[config.mk]
export PLATFORM = sky130hd
export DESIGN_NAME = err_detect_sampler
export DESIGN_NICKNAME = d
export VERILOG_FILES = /design/src/rtl/err_detect_sampler.sv
export SDC_FILE = /design/constraint.sdc
export NUM_CORES = 1
export LEC_CHECK = 0
export CAP_MARGIN = 10
export CORE_ASPECT_RATIO = 0.7
export CORE_MARGIN = 5
export CORE_UTILIZATION = 50
export DETAILED_ROUTE_END_ITERATION = 6
export GPL_ROUTABILITY_DRIVEN = 0
export PLACE_DENSITY = 0.82
export SETUP_SLACK_MARGIN = 0.15
export SYNTH_ARGS = -nofsm -noshare
export SYNTH_HDL_FRONTEND = slang
export SYNTH_SLANG_ARGS = --single-unit
[constraint.sdc]
create_clock -name clk -period 3.05 [get_ports clk]
set_input_delay 0.915 -clock clk [delete_from_list [all_inputs] [get_ports clk]]
set_output_delay 0.915 -clock clk [all_outputs]
set_load 0.01 [all_outputs]
[src/rtl/err_detect_sampler.sv]
// err_detect_sampler
// Speculative capture stage feeding the goML controller. A sample strobe
// captures main-path data, a shadow copy is compared over a fixed window,
// and the outcome is reported dual-rail (err1/err0). On error the final
// shadow value replaces the captured data. The report is held until goML.

module err_detect_sampler #(
    parameter int WIDTH  = 8,
    parameter int WINDOW = 4,
    parameter int CNT_W  = 16
) (
    input  logic             clk,
    input  logic             rst,
    input  logic             sample,
    input  logic [WIDTH-1:0] d_main,
    input  logic [WIDTH-1:0] d_shadow,
    input  logic             goML,
    output logic [WIDTH-1:0] q,
    output logic             err1,
    output logic             err0,
    output logic             busy,
    output logic             overrun,
    output logic [CNT_W-1:0] err_cnt
);

    // Window counter wide enough to hold WINDOW-1; at least one bit so that
    // WINDOW=1 still has a legal (always-zero) counter.
    localparam int WC_W = (WINDOW > 1) ? $clog2(WINDOW) : 1;
    localparam logic [WC_W-1:0]  WC_LOAD = WC_W'(WINDOW - 1);
    localparam logic [CNT_W-1:0] CNT_MAX = '1;

    typedef enum logic [1:0] {
        ST_IDLE   = 2'd0,
        ST_WINDOW = 2'd1,
        ST_REPORT = 2'd2
    } state_t;

    state_t           state, state_nxt;
    logic [WC_W-1:0]  win_cnt, win_cnt_nxt;
    logic             flag, flag_nxt;
    logic [WIDTH-1:0] q_nxt;
    logic             err1_nxt, err0_nxt;
    logic             busy_nxt;
    logic             overrun_nxt;
    logic [CNT_W-1:0] err_cnt_nxt;
    logic             mismatch;
    logic             err_now;

    // Next-state and next-output logic for the capture/window/report sequence.
    always_comb begin
        // NOTE: every output of this block gets a default first; a path that
        // leaves one unassigned would infer a latch.
        state_nxt   = state;
        win_cnt_nxt = win_cnt;
        flag_nxt    = flag;
        q_nxt       = q;
        err1_nxt    = err1;
        err0_nxt    = err0;
        overrun_nxt = overrun;
        err_cnt_nxt = err_cnt;

        // Compare against the captured value, which lives in q until the
        // window closes.
        mismatch = (d_shadow != q);
        err_now  = flag | mismatch;

        case (state)
            ST_IDLE: begin
                // goML carries no meaning here; only a new sample matters.
                if (sample) begin
                    q_nxt       = d_main;
                    win_cnt_nxt = WC_LOAD;
                    flag_nxt    = 1'b0;
                    state_nxt   = ST_WINDOW;
                end
            end

            ST_WINDOW: begin
                // A sample here is dropped but remembered as an overrun.
                if (sample) begin
                    overrun_nxt = 1'b1;
                end
                // Sticky: a mismatch that later clears still counts.
                flag_nxt = err_now;
                if (win_cnt != '0) begin
                    win_cnt_nxt = win_cnt - WC_W'(1);
                end else begin
                    state_nxt = ST_REPORT;
                    err1_nxt  = err_now;
                    err0_nxt  = ~err_now;
                    if (err_now) begin
                        // Substitute the shadow value seen in the last cycle.
                        q_nxt = d_shadow;
                        if (err_cnt != CNT_MAX) begin
                            err_cnt_nxt = err_cnt + CNT_W'(1);
                        end
                    end
                end
            end

            ST_REPORT: begin
                // A sample alongside goML is still dropped: the next capture
                // can only start from IDLE on a later edge.
                if (sample) begin
                    overrun_nxt = 1'b1;
                end
                if (goML) begin
                    err1_nxt  = 1'b0;
                    err0_nxt  = 1'b0;
                    state_nxt = ST_IDLE;
                end
            end

            default: begin
                state_nxt = ST_IDLE;
                err1_nxt  = 1'b0;
                err0_nxt  = 1'b0;
            end
        endcase

        busy_nxt = (state_nxt != ST_IDLE);
    end

    // State and output registers with synchronous active-high reset.
    always_ff @(posedge clk) begin
        if (rst) begin
            // NOTE: sequential state is written with non-blocking assignments
            // so every register samples the pre-edge values of the others.
            state   <= ST_IDLE;
            win_cnt <= '0;
            flag    <= 1'b0;
            q       <= '0;
            err1    <= 1'b0;
            err0    <= 1'b0;
            busy    <= 1'b0;
            overrun <= 1'b0;
            err_cnt <= '0;
        end else begin
            state   <= state_nxt;
            win_cnt <= win_cnt_nxt;
            flag    <= flag_nxt;
            q       <= q_nxt;
            err1    <= err1_nxt;
            err0    <= err0_nxt;
            busy    <= busy_nxt;
            overrun <= overrun_nxt;
            err_cnt <= err_cnt_nxt;
        end
    end

endmodule

==> impl_metrics.xml, run 1 <==
<?xml version="1.0" encoding="UTF-8"?>
<metrics>
  <group name="timing">
    <metric name="setup_viol_count_final" unit="">0</metric>
    <metric name="setup_total_negative_slack" unit="ns">0</metric>
    <metric name="final.min_clock_period" unit="ns">2.54</metric>
    <metric name="drv_slew" unit="">0</metric>
    <metric name="layout_worst_path_cycle_share" unit="%">83.4</metric>
    <metric name="worst_slew_margin" unit="%">59.4</metric>
    <metric name="achievable-frequency" unit="MHz">393</metric>
    <metric name="timing_worst_slew_pin_value" unit="ns">0.606</metric>
    <metric name="finalHoldViolations" unit="">0</metric>
    <metric name="grt_setup_unrepaired" unit="">false</metric>
    <metric name="clock-skew-final" unit="ns">0.00633</metric>
    <metric name="final.setup.worst_slack" unit="ns">0.505</metric>
  </group>
  <group name="clock_tree">
    <metric name="clk_pin_slew_worst_paths" unit="ns">0.06</metric>
    <metric name="cts_max_path_buffers" unit="">2</metric>
    <metric name="cts-htree-levels" unit="">2</metric>
    <metric name="cts_tree" unit="">built</metric>
    <metric name="tritoncts.num_buffers" unit="">5</metric>
    <metric name="clk_latency" unit="ns">0.28</metric>
    <metric name="cts_repair_resized_insts" unit="">0</metric>
    <metric name="root_buffer" unit="">sky130_fd_sc_hd__clkbuf_8</metric>
    <metric name="cts.sinks" unit="">33</metric>
    <metric name="cts_setup_buffers" unit="">0</metric>
    <metric name="postCtsHoldBufs" unit="">0</metric>
  </group>
  <group name="final_layout">
    <metric name="drive_above_1_share" unit="%">12.1</metric>
    <metric name="final_cell_count_no_fill" unit="">307</metric>
    <metric name="layout-area-overhead-vs-synth" unit="%">34.0</metric>
    <metric name="filler_cells" unit="">285</metric>
    <metric name="diodes" unit="">0</metric>
    <metric name="most-common-layout-cells" unit="">sky130_fd_sc_hd__clkdlybuf4s50_1 (47), sky130_fd_sc_hd__dfxtp_1 (33), sky130_fd_sc_hd__nor2_1 (29)</metric>
    <metric name="layout.cells.most_common" unit="">sky130_fd_sc_hd__clkdlybuf4s50_1</metric>
    <metric name="nets" unit="">282</metric>
  </group>
  <group name="outcome">
    <metric name="outcome" unit="">finished clean</metric>
  </group>
  <group name="detailed_routing">
    <metric name="dr_total_vias" unit="">1683</metric>
    <metric name="routed_wire_length_per_instance" unit="um">13.7</metric>
    <metric name="remaining_drc_errors" unit="">0</metric>
    <metric name="antenna_left" unit="">0</metric>
    <metric name="drt-vias-per-instance" unit="">5.48</metric>
    <metric name="drt-initial-drc-count" unit="">116</metric>
    <metric name="postRouteWirelength" unit="mm">4.22</metric>
    <metric name="first_pass_iters" unit="">4</metric>
  </group>
  <group name="synth">
    <metric name="netlist.area_leader.share" unit="%">36.9</metric>
    <metric name="synth-warning-count" unit="">0</metric>
    <metric name="syn-instance-count" unit="">206</metric>
    <metric name="synthDistinctLibCells" unit="">43</metric>
    <metric name="synth_fp_nets" unit="">232</metric>
    <metric name="mappedNetlistArea" unit="mm^2">0.00179</metric>
    <metric name="ys_seq_area_share" unit="%">36.9</metric>
    <metric name="synth_area_per_cell" unit="um^2">8.69</metric>
    <metric name="synth.largest_area_cell" unit="">sky130_fd_sc_hd__dfxtp_1</metric>
    <metric name="number_of_synthesized_flops_with_an_enable_pin" unit="">0</metric>
    <metric name="dominantRegCellSynth" unit="">sky130_fd_sc_hd__dfxtp_1</metric>
    <metric name="async_set_or_reset_register_ratio_after_synthesis" unit="%">0</metric>
    <metric name="yosys-top-cells-area" unit="">sky130_fd_sc_hd__dfxtp_1 (37%), sky130_fd_sc_hd__nor2_1 (6.1%), sky130_fd_sc_hd__o221a_2 (5.0%)</metric>
    <metric name="ys_seq_elements" unit="">33</metric>
  </group>
  <group name="placed_design">
    <metric name="port_buffer_cells" unit="">47</metric>
    <metric name="placed_cells_incl_taps" unit="">299</metric>
    <metric name="dp.final_hpwl" unit="mm">3.21</metric>
    <metric name="pre_cts_slack" unit="ns">0.251</metric>
  </group>
  <group name="die">
    <metric name="die_area" unit="mm^2">0.00490</metric>
    <metric name="boundaryPins" unit="">48</metric>
    <metric name="die_width" unit="um">81.5</metric>
    <metric name="core" unit="mm^2">0.00349</metric>
    <metric name="initial_core_util" unit="%">51.3</metric>
    <metric name="die_height" unit="um">60.1</metric>
    <metric name="floorplan.rows" unit="">18</metric>
  </group>
  <group name="worst_setup_path">
    <metric name="critPathSlowestCell" unit="">sky130_fd_sc_hd__clkdlybuf4s50_1</metric>
    <metric name="critical_path.top_delay_family" unit="">compound AO/OA/AOI/OAI gates</metric>
    <metric name="r2r.worst_path.cells" unit="">6</metric>
    <metric name="endpoint_kind" unit="">register</metric>
    <metric name="crit_path_max_incr_delay" unit="ns">0.53</metric>
    <metric name="worstSetupPathDepth" unit="">6</metric>
    <metric name="worstSetupStartpointType" unit="">input port</metric>
    <metric name="cp_data_arrival_time" unit="ns">2.76</metric>
    <metric name="crit_fanout" unit="">8</metric>
    <metric name="cp.buffers_inverters" unit="">1</metric>
    <metric name="worst-setup-path-type" unit="">in2reg</metric>
    <metric name="timing.critical_path.cells" unit="">clkdlybuf4s50_1, nand2b_1, o21a_1, nand2_1, o21ai_1, o221a_2</metric>
    <metric name="critical_path_required" unit="ns">3.27</metric>
  </group>
  <group name="global_route">
    <metric name="grt_util_all_layers" unit="%">18.8</metric>
    <metric name="largest_net_degree_at_the_start_of_global_routing" unit="">22</metric>
    <metric name="vias_in_the_first_global_route" unit="">1525</metric>
    <metric name="grt_pass1_wl" unit="mm">7.12</metric>
    <metric name="global_route.overflow_total" unit="">0</metric>
    <metric name="number_of_antenna_violations_at_the_first_check_in_global_routing" unit="">0</metric>
  </group>
  <group name="run">
    <metric name="cap_violations" unit="">0</metric>
  </group>
  <group name="power_and_ir_drop">
    <metric name="leakagePower" unit="nW">0.828</metric>
    <metric name="ir_worst_vdd" unit="V">0.000384</metric>
    <metric name="power_per_cell_area" unit="mW/mm^2">523</metric>
  </group>
  <group name="worst_hold_path">
    <metric name="worstHoldPathType" unit="">reg2reg</metric>
    <metric name="holdPathStages" unit="">2</metric>
  </group>
</metrics>
Yosys cell counts (all sizes together), types with 2 or more instances:
cell and number:
or4 7, nand3 7, nor2 30, clkbuf 4, ha 6, o21ai 6
xnor2 7, inv 8, nor4 7, mux2 7, o221a 8, o31ai 6
or3 3, nand3b 2, nand2 11, dfxtp 33, nand2b 6, a21oi 13
buf 4, a211oi 3, nand4 6, nor2b 7, or2 2, nor3 2
area by class of cell:
type	count	area (um^2)	share of cell area, %
clock buffer	8	80.1	3.34
multi-input combinational	157	1070	44.4
inverter	8	30.0	1.25
tap	50	62.6	2.61
sequential	33	661	27.5
timing repair buffer	51	500	20.9
per-stage QoR:
step	total power, mW	instance area [um^2]	util [%]	hold slack (ns)
finish	1.26	2400	68.7	0.467
global placement	0.949	2320	66.5	0.457
detailed placement	0.955	2320	66.5	0.457
global route	1.34	2400	68.7	0.484
floorplan	0.791	1790	-	0.485
CTS	1.26	2400	68.7	0.470
registers in the layout, summed over array words and instances (netlist names):
| name | count |
|---|---|
| flag | 1 |
| busy | 1 |
| overrun | 1 |
| err1 | 1 |
| err_cnt | 16 |
| q | 8 |
| state | 2 |
| win_cnt | 2 |
| err0 | 1 |
final timing paths:
path | startpoint | end | slack, ns
max | sample | q[7] | 0.51
min | err1 | err1 | 0.47
max reg2reg | state[1] | err_cnt[15] | 0.81
min reg2reg | err1 | err1 | 0.47
worst register-to-register path, cell delays in order (launching register included):
cell and delay, ns:
sky130_fd_sc_hd__dfxtp_1 0.34, sky130_fd_sc_hd__inv_1 0.09, sky130_fd_sc_hd__ha_1 0.40, sky130_fd_sc_hd__nand2_1 0.33, sky130_fd_sc_hd__or3_1 0.46, sky130_fd_sc_hd__or4_1 0.40
sky130_fd_sc_hd__a21oi_1 0.15
where the power goes:
part           leakage (nW)  switching, mW  internal (mW)
clock                0.0395          0.147          0.162
sequential            0.270         0.0489          0.490
combinational         0.519          0.196          0.211
layer usage:
metal	vias to the layer above	global-route usage, %	part of all wire (%)
li1	848	-	-
met1	775	27.0	49
met2	51	27.4	44
met3	9	4.22	5.8
met4	0	6.75	1.5
met5	-	0	0
kinds of logic after synthesis:
family | synth area share [%]
buffers and inverters | 3.56
and+or+nand+nor | 30.7
xor gates and xnor gates | 3.91
adders and majority gates | 4.19
muxes | 4.96
AOI/OAI and AO/OA | 15.7
DFF | 36.9
Note: power is estimated with default switching activity, not from simulation.
==> run 2, diff against run 1 <==
- CORE_UTILIZATION: 50 -> 43
- PLACE_DENSITY: 0.82 -> 0.75
- clock period: 3.05 -> 2.2 ns (I/O delays scaled with it)
==> run 2 against run 1 <==
Net effect: combinational power increased by 57%; utilization down 4.4 points; non-clock buffer count rose by 13; global-route usage shrank 2.1 points; critical endpoint is now err_cnt[8].
==> impl_metrics.xml, run 2 (synthesis gave the netlist of run 1 again) <==
<?xml version="1.0" encoding="UTF-8"?>
<metrics>
  <group name="outcome">
    <metric name="outcome" unit="">finished clean</metric>
  </group>
  <group name="timing">
    <metric name="layout_worst_path_cycle_share" unit="%">91.6</metric>
    <metric name="timing_worst_slew_pin_value" unit="ns">0.377</metric>
    <metric name="setup_total_negative_slack" unit="ns">0</metric>
    <metric name="hold-worst-slack" unit="ns">0.470</metric>
    <metric name="setup_viol_count_final" unit="">0</metric>
    <metric name="achievable-frequency" unit="MHz">496</metric>
    <metric name="grt_setup_unrepaired" unit="">true</metric>
    <metric name="drv_slew" unit="">0</metric>
    <metric name="worst_slew_margin" unit="%">74.6</metric>
    <metric name="final.setup.worst_slack" unit="ns">0.184</metric>
    <metric name="finalHoldViolations" unit="">0</metric>
    <metric name="clock-skew-final" unit="ns">0.00802</metric>
    <metric name="final.min_clock_period" unit="ns">2.02</metric>
  </group>
  <group name="die">
    <metric name="initial_core_util" unit="%">45.1</metric>
    <metric name="die_area" unit="mm^2">0.00558</metric>
    <metric name="floorplan.rows" unit="">19</metric>
    <metric name="core" unit="mm^2">0.00397</metric>
    <metric name="die_height" unit="um">64.0</metric>
    <metric name="die_width" unit="um">87.1</metric>
    <metric name="boundaryPins" unit="">48</metric>
  </group>
  <group name="power_and_ir_drop">
    <metric name="p_int" unit="mW">1.31</metric>
    <metric name="power_per_cell_area" unit="mW/mm^2">740</metric>
    <metric name="leakagePower" unit="nW">0.922</metric>
    <metric name="ir_worst_vdd" unit="V">0.000435</metric>
    <metric name="report.power.total" unit="mW">1.89</metric>
    <metric name="comb_power_share" unit="%">33.7</metric>
    <metric name="swShare" unit="%">30.9</metric>
    <metric name="net_switching_component_of_the_power" unit="mW">0.584</metric>
    <metric name="power.sequential.fraction" unit="%">39.7</metric>
    <metric name="part_of_the_power_in_the_clock_network" unit="%">26.6</metric>
  </group>
  <group name="final_layout">
    <metric name="final_cell_count_no_fill" unit="">322</metric>
    <metric name="layout-area-overhead-vs-synth" unit="%">42.8</metric>
    <metric name="filler_cells" unit="">341</metric>
    <metric name="diodes" unit="">0</metric>
    <metric name="layout.cell_area.non_filler" unit="mm^2">0.00256</metric>
    <metric name="most-common-layout-cells" unit="">sky130_fd_sc_hd__clkdlybuf4s50_1 (39), sky130_fd_sc_hd__dfxtp_1 (30), sky130_fd_sc_hd__nor2_1 (29)</metric>
    <metric name="largest_registers" unit="">err_cnt (16), q (8)</metric>
    <metric name="largest-register" unit="">err_cnt</metric>
    <metric name="layout.cells.most_common" unit="">sky130_fd_sc_hd__clkdlybuf4s50_1</metric>
    <metric name="drive_above_1_share" unit="%">20.4</metric>
    <metric name="fin_util" unit="%">64.4</metric>
    <metric name="max_reg_flops" unit="">16</metric>
    <metric name="nets" unit="">295</metric>
  </group>
  <group name="clock_tree">
    <metric name="clk_pin_slew_worst_paths" unit="ns">0.07</metric>
    <metric name="cts-htree-levels" unit="">2</metric>
    <metric name="cts_setup_buffers" unit="">0</metric>
    <metric name="cts_tree" unit="">built</metric>
    <metric name="cts.sinks" unit="">33</metric>
    <metric name="cts_max_path_buffers" unit="">2</metric>
    <metric name="tritoncts.num_buffers" unit="">5</metric>
    <metric name="root_buffer" unit="">sky130_fd_sc_hd__clkbuf_8</metric>
    <metric name="clk_latency" unit="ns">0.28</metric>
  </group>
  <group name="detailed_routing">
    <metric name="drt-vias-per-instance" unit="">5.38</metric>
    <metric name="first_pass_iters" unit="">4</metric>
    <metric name="antenna_left" unit="">0</metric>
    <metric name="remaining_drc_errors" unit="">0</metric>
    <metric name="routed_wire_length_per_instance" unit="um">13.7</metric>
    <metric name="drt-initial-drc-count" unit="">99</metric>
    <metric name="dr_total_vias" unit="">1731</metric>
    <metric name="postRouteWirelength" unit="mm">4.40</metric>
  </group>
  <group name="global_route">
    <metric name="grt.met3_usage" unit="%">4.62</metric>
    <metric name="global_route.overflow_total" unit="">0</metric>
    <metric name="grt_util_all_layers" unit="%">16.7</metric>
    <metric name="global_route.peak_usage_layer" unit="">met2</metric>
    <metric name="largest_net_degree_at_the_start_of_global_routing" unit="">21</metric>
    <metric name="use_met1" unit="%">22.8</metric>
    <metric name="vias_in_the_first_global_route" unit="">1642</metric>
    <metric name="met2_layer_usage_reported_by_global_route" unit="%">25.2</metric>
    <metric name="number_of_antenna_violations_at_the_first_check_in_global_routing" unit="">0</metric>
    <metric name="grt_pass1_wl" unit="mm">7.54</metric>
  </group>
  <group name="worst_setup_path">
    <metric name="crit_fanout" unit="">7</metric>
    <metric name="worstSetupStartpointType" unit="">register</metric>
    <metric name="cp.buffers_inverters" unit="">1</metric>
    <metric name="timing.critical_path.cells" unit="">clkdlybuf4s50_1</metric>
    <metric name="setup.reg_to_reg.worst_slack" unit="ns">0.30</metric>
    <metric name="crit_start" unit="">err_cnt[8]</metric>
    <metric name="critical_path.top_delay_family" unit="">buffers and inverters</metric>
    <metric name="worstSetupEndpoint" unit="">err_cnt[8]</metric>
    <metric name="r2r.worst_path.cells" unit="">6</metric>
    <metric name="worstSetupPathDepth" unit="">1</metric>
    <metric name="r2r-start" unit="">err_cnt[0]</metric>
    <metric name="endpoint_kind" unit="">output pin</metric>
    <metric name="critPathSlowestCell" unit="">sky130_fd_sc_hd__clkdlybuf4s50_1</metric>
    <metric name="critical_path_required" unit="ns">1.54</metric>
    <metric name="cp_data_arrival_time" unit="ns">1.36</metric>
    <metric name="crit_path_max_incr_delay" unit="ns">0.59</metric>
    <metric name="worst-setup-path-type" unit="">reg2out</metric>
    <metric name="r2r-end" unit="">err_cnt[0]</metric>
  </group>
  <group name="run">
    <metric name="cap_violations" unit="">0</metric>
  </group>
  <group name="placed_design">
    <metric name="placed_cells_incl_taps" unit="">314</metric>
    <metric name="placedInstanceArea" unit="mm^2">0.00243</metric>
    <metric name="port_buffer_cells" unit="">47</metric>
    <metric name="dp.final_hpwl" unit="mm">3.28</metric>
    <metric name="pre_cts_slack" unit="ns">-0.358</metric>
  </group>
  <group name="worst_hold_path">
    <metric name="worstHoldPathType" unit="">reg2reg</metric>
  </group>
</metrics>
[run 2: cell types whose count changed in the layout (fill, tap and decap cells not counted), sizes merged]
cell and change:
buf +13, clkdlybuf4s50 -8, dlygate4sd2 +8, clkbuf -1
clkinv +1
[run 2: power groups by stage]
stage / Clock, mW / Sequential, mW / Combinational [mW]
6_report: 0.503 / 0.752 / 0.638
5_1_grt: 0.541 / 0.767 / 0.705
4_1_cts: 0.515 / 0.751 / 0.639
3_5_place_dp: 0 / 0.760 / 0.634
3_3_place_gp: 0 / 0.759 / 0.627
2_1_floorplan: 0 / 0.778 / 0.318
[run 2: worst min path at each step]
stage	depth (start not counted)	slack, ns	to	from
2_1_floorplan	2	0.48	win_cnt[1]	win_cnt[1]
3_3_place_gp	2	0.46	err1	err1
3_5_place_dp	2	0.46	err0	err0
4_1_cts	2	0.47	err0	err0
5_1_grt	2	0.51	err0	err0
6_report	2	0.47	err0	err0
[run 2: cell type report]
class / instances / area, um^2 / area share, %
multi-input combinational: 157 / 1090 / 42.8
sequential: 33 / 664 / 26.0
timing repair buffer: 64 / 601 / 23.5
clock buffer: 7 / 96.3 / 3.77
tap: 52 / 65.1 / 2.55
inverter: 8 / 30.0 / 1.17
clock inverter: 1 / 5.00 / 0.196
[run 2: timing repair]
item / 4_1_cts / 5_1_grt
setup endpoints to repair: 23 / 14
gates cloned: 0 / 0
resized for setup: 12 / 5
pin swaps: 3 / 4
hold buffers: 0 / 0
[run 2: routing by layer]
layer / part of all wire, % / wire length [um] / vias to the layer above
met3: 6.5 / 286 / 4
met5: 0 / 0 / -
li1: - / - / 877
met2: 43 / 1890 / 45
met4: 1.3 / 57 / 0
met1: 49 / 2180 / 805
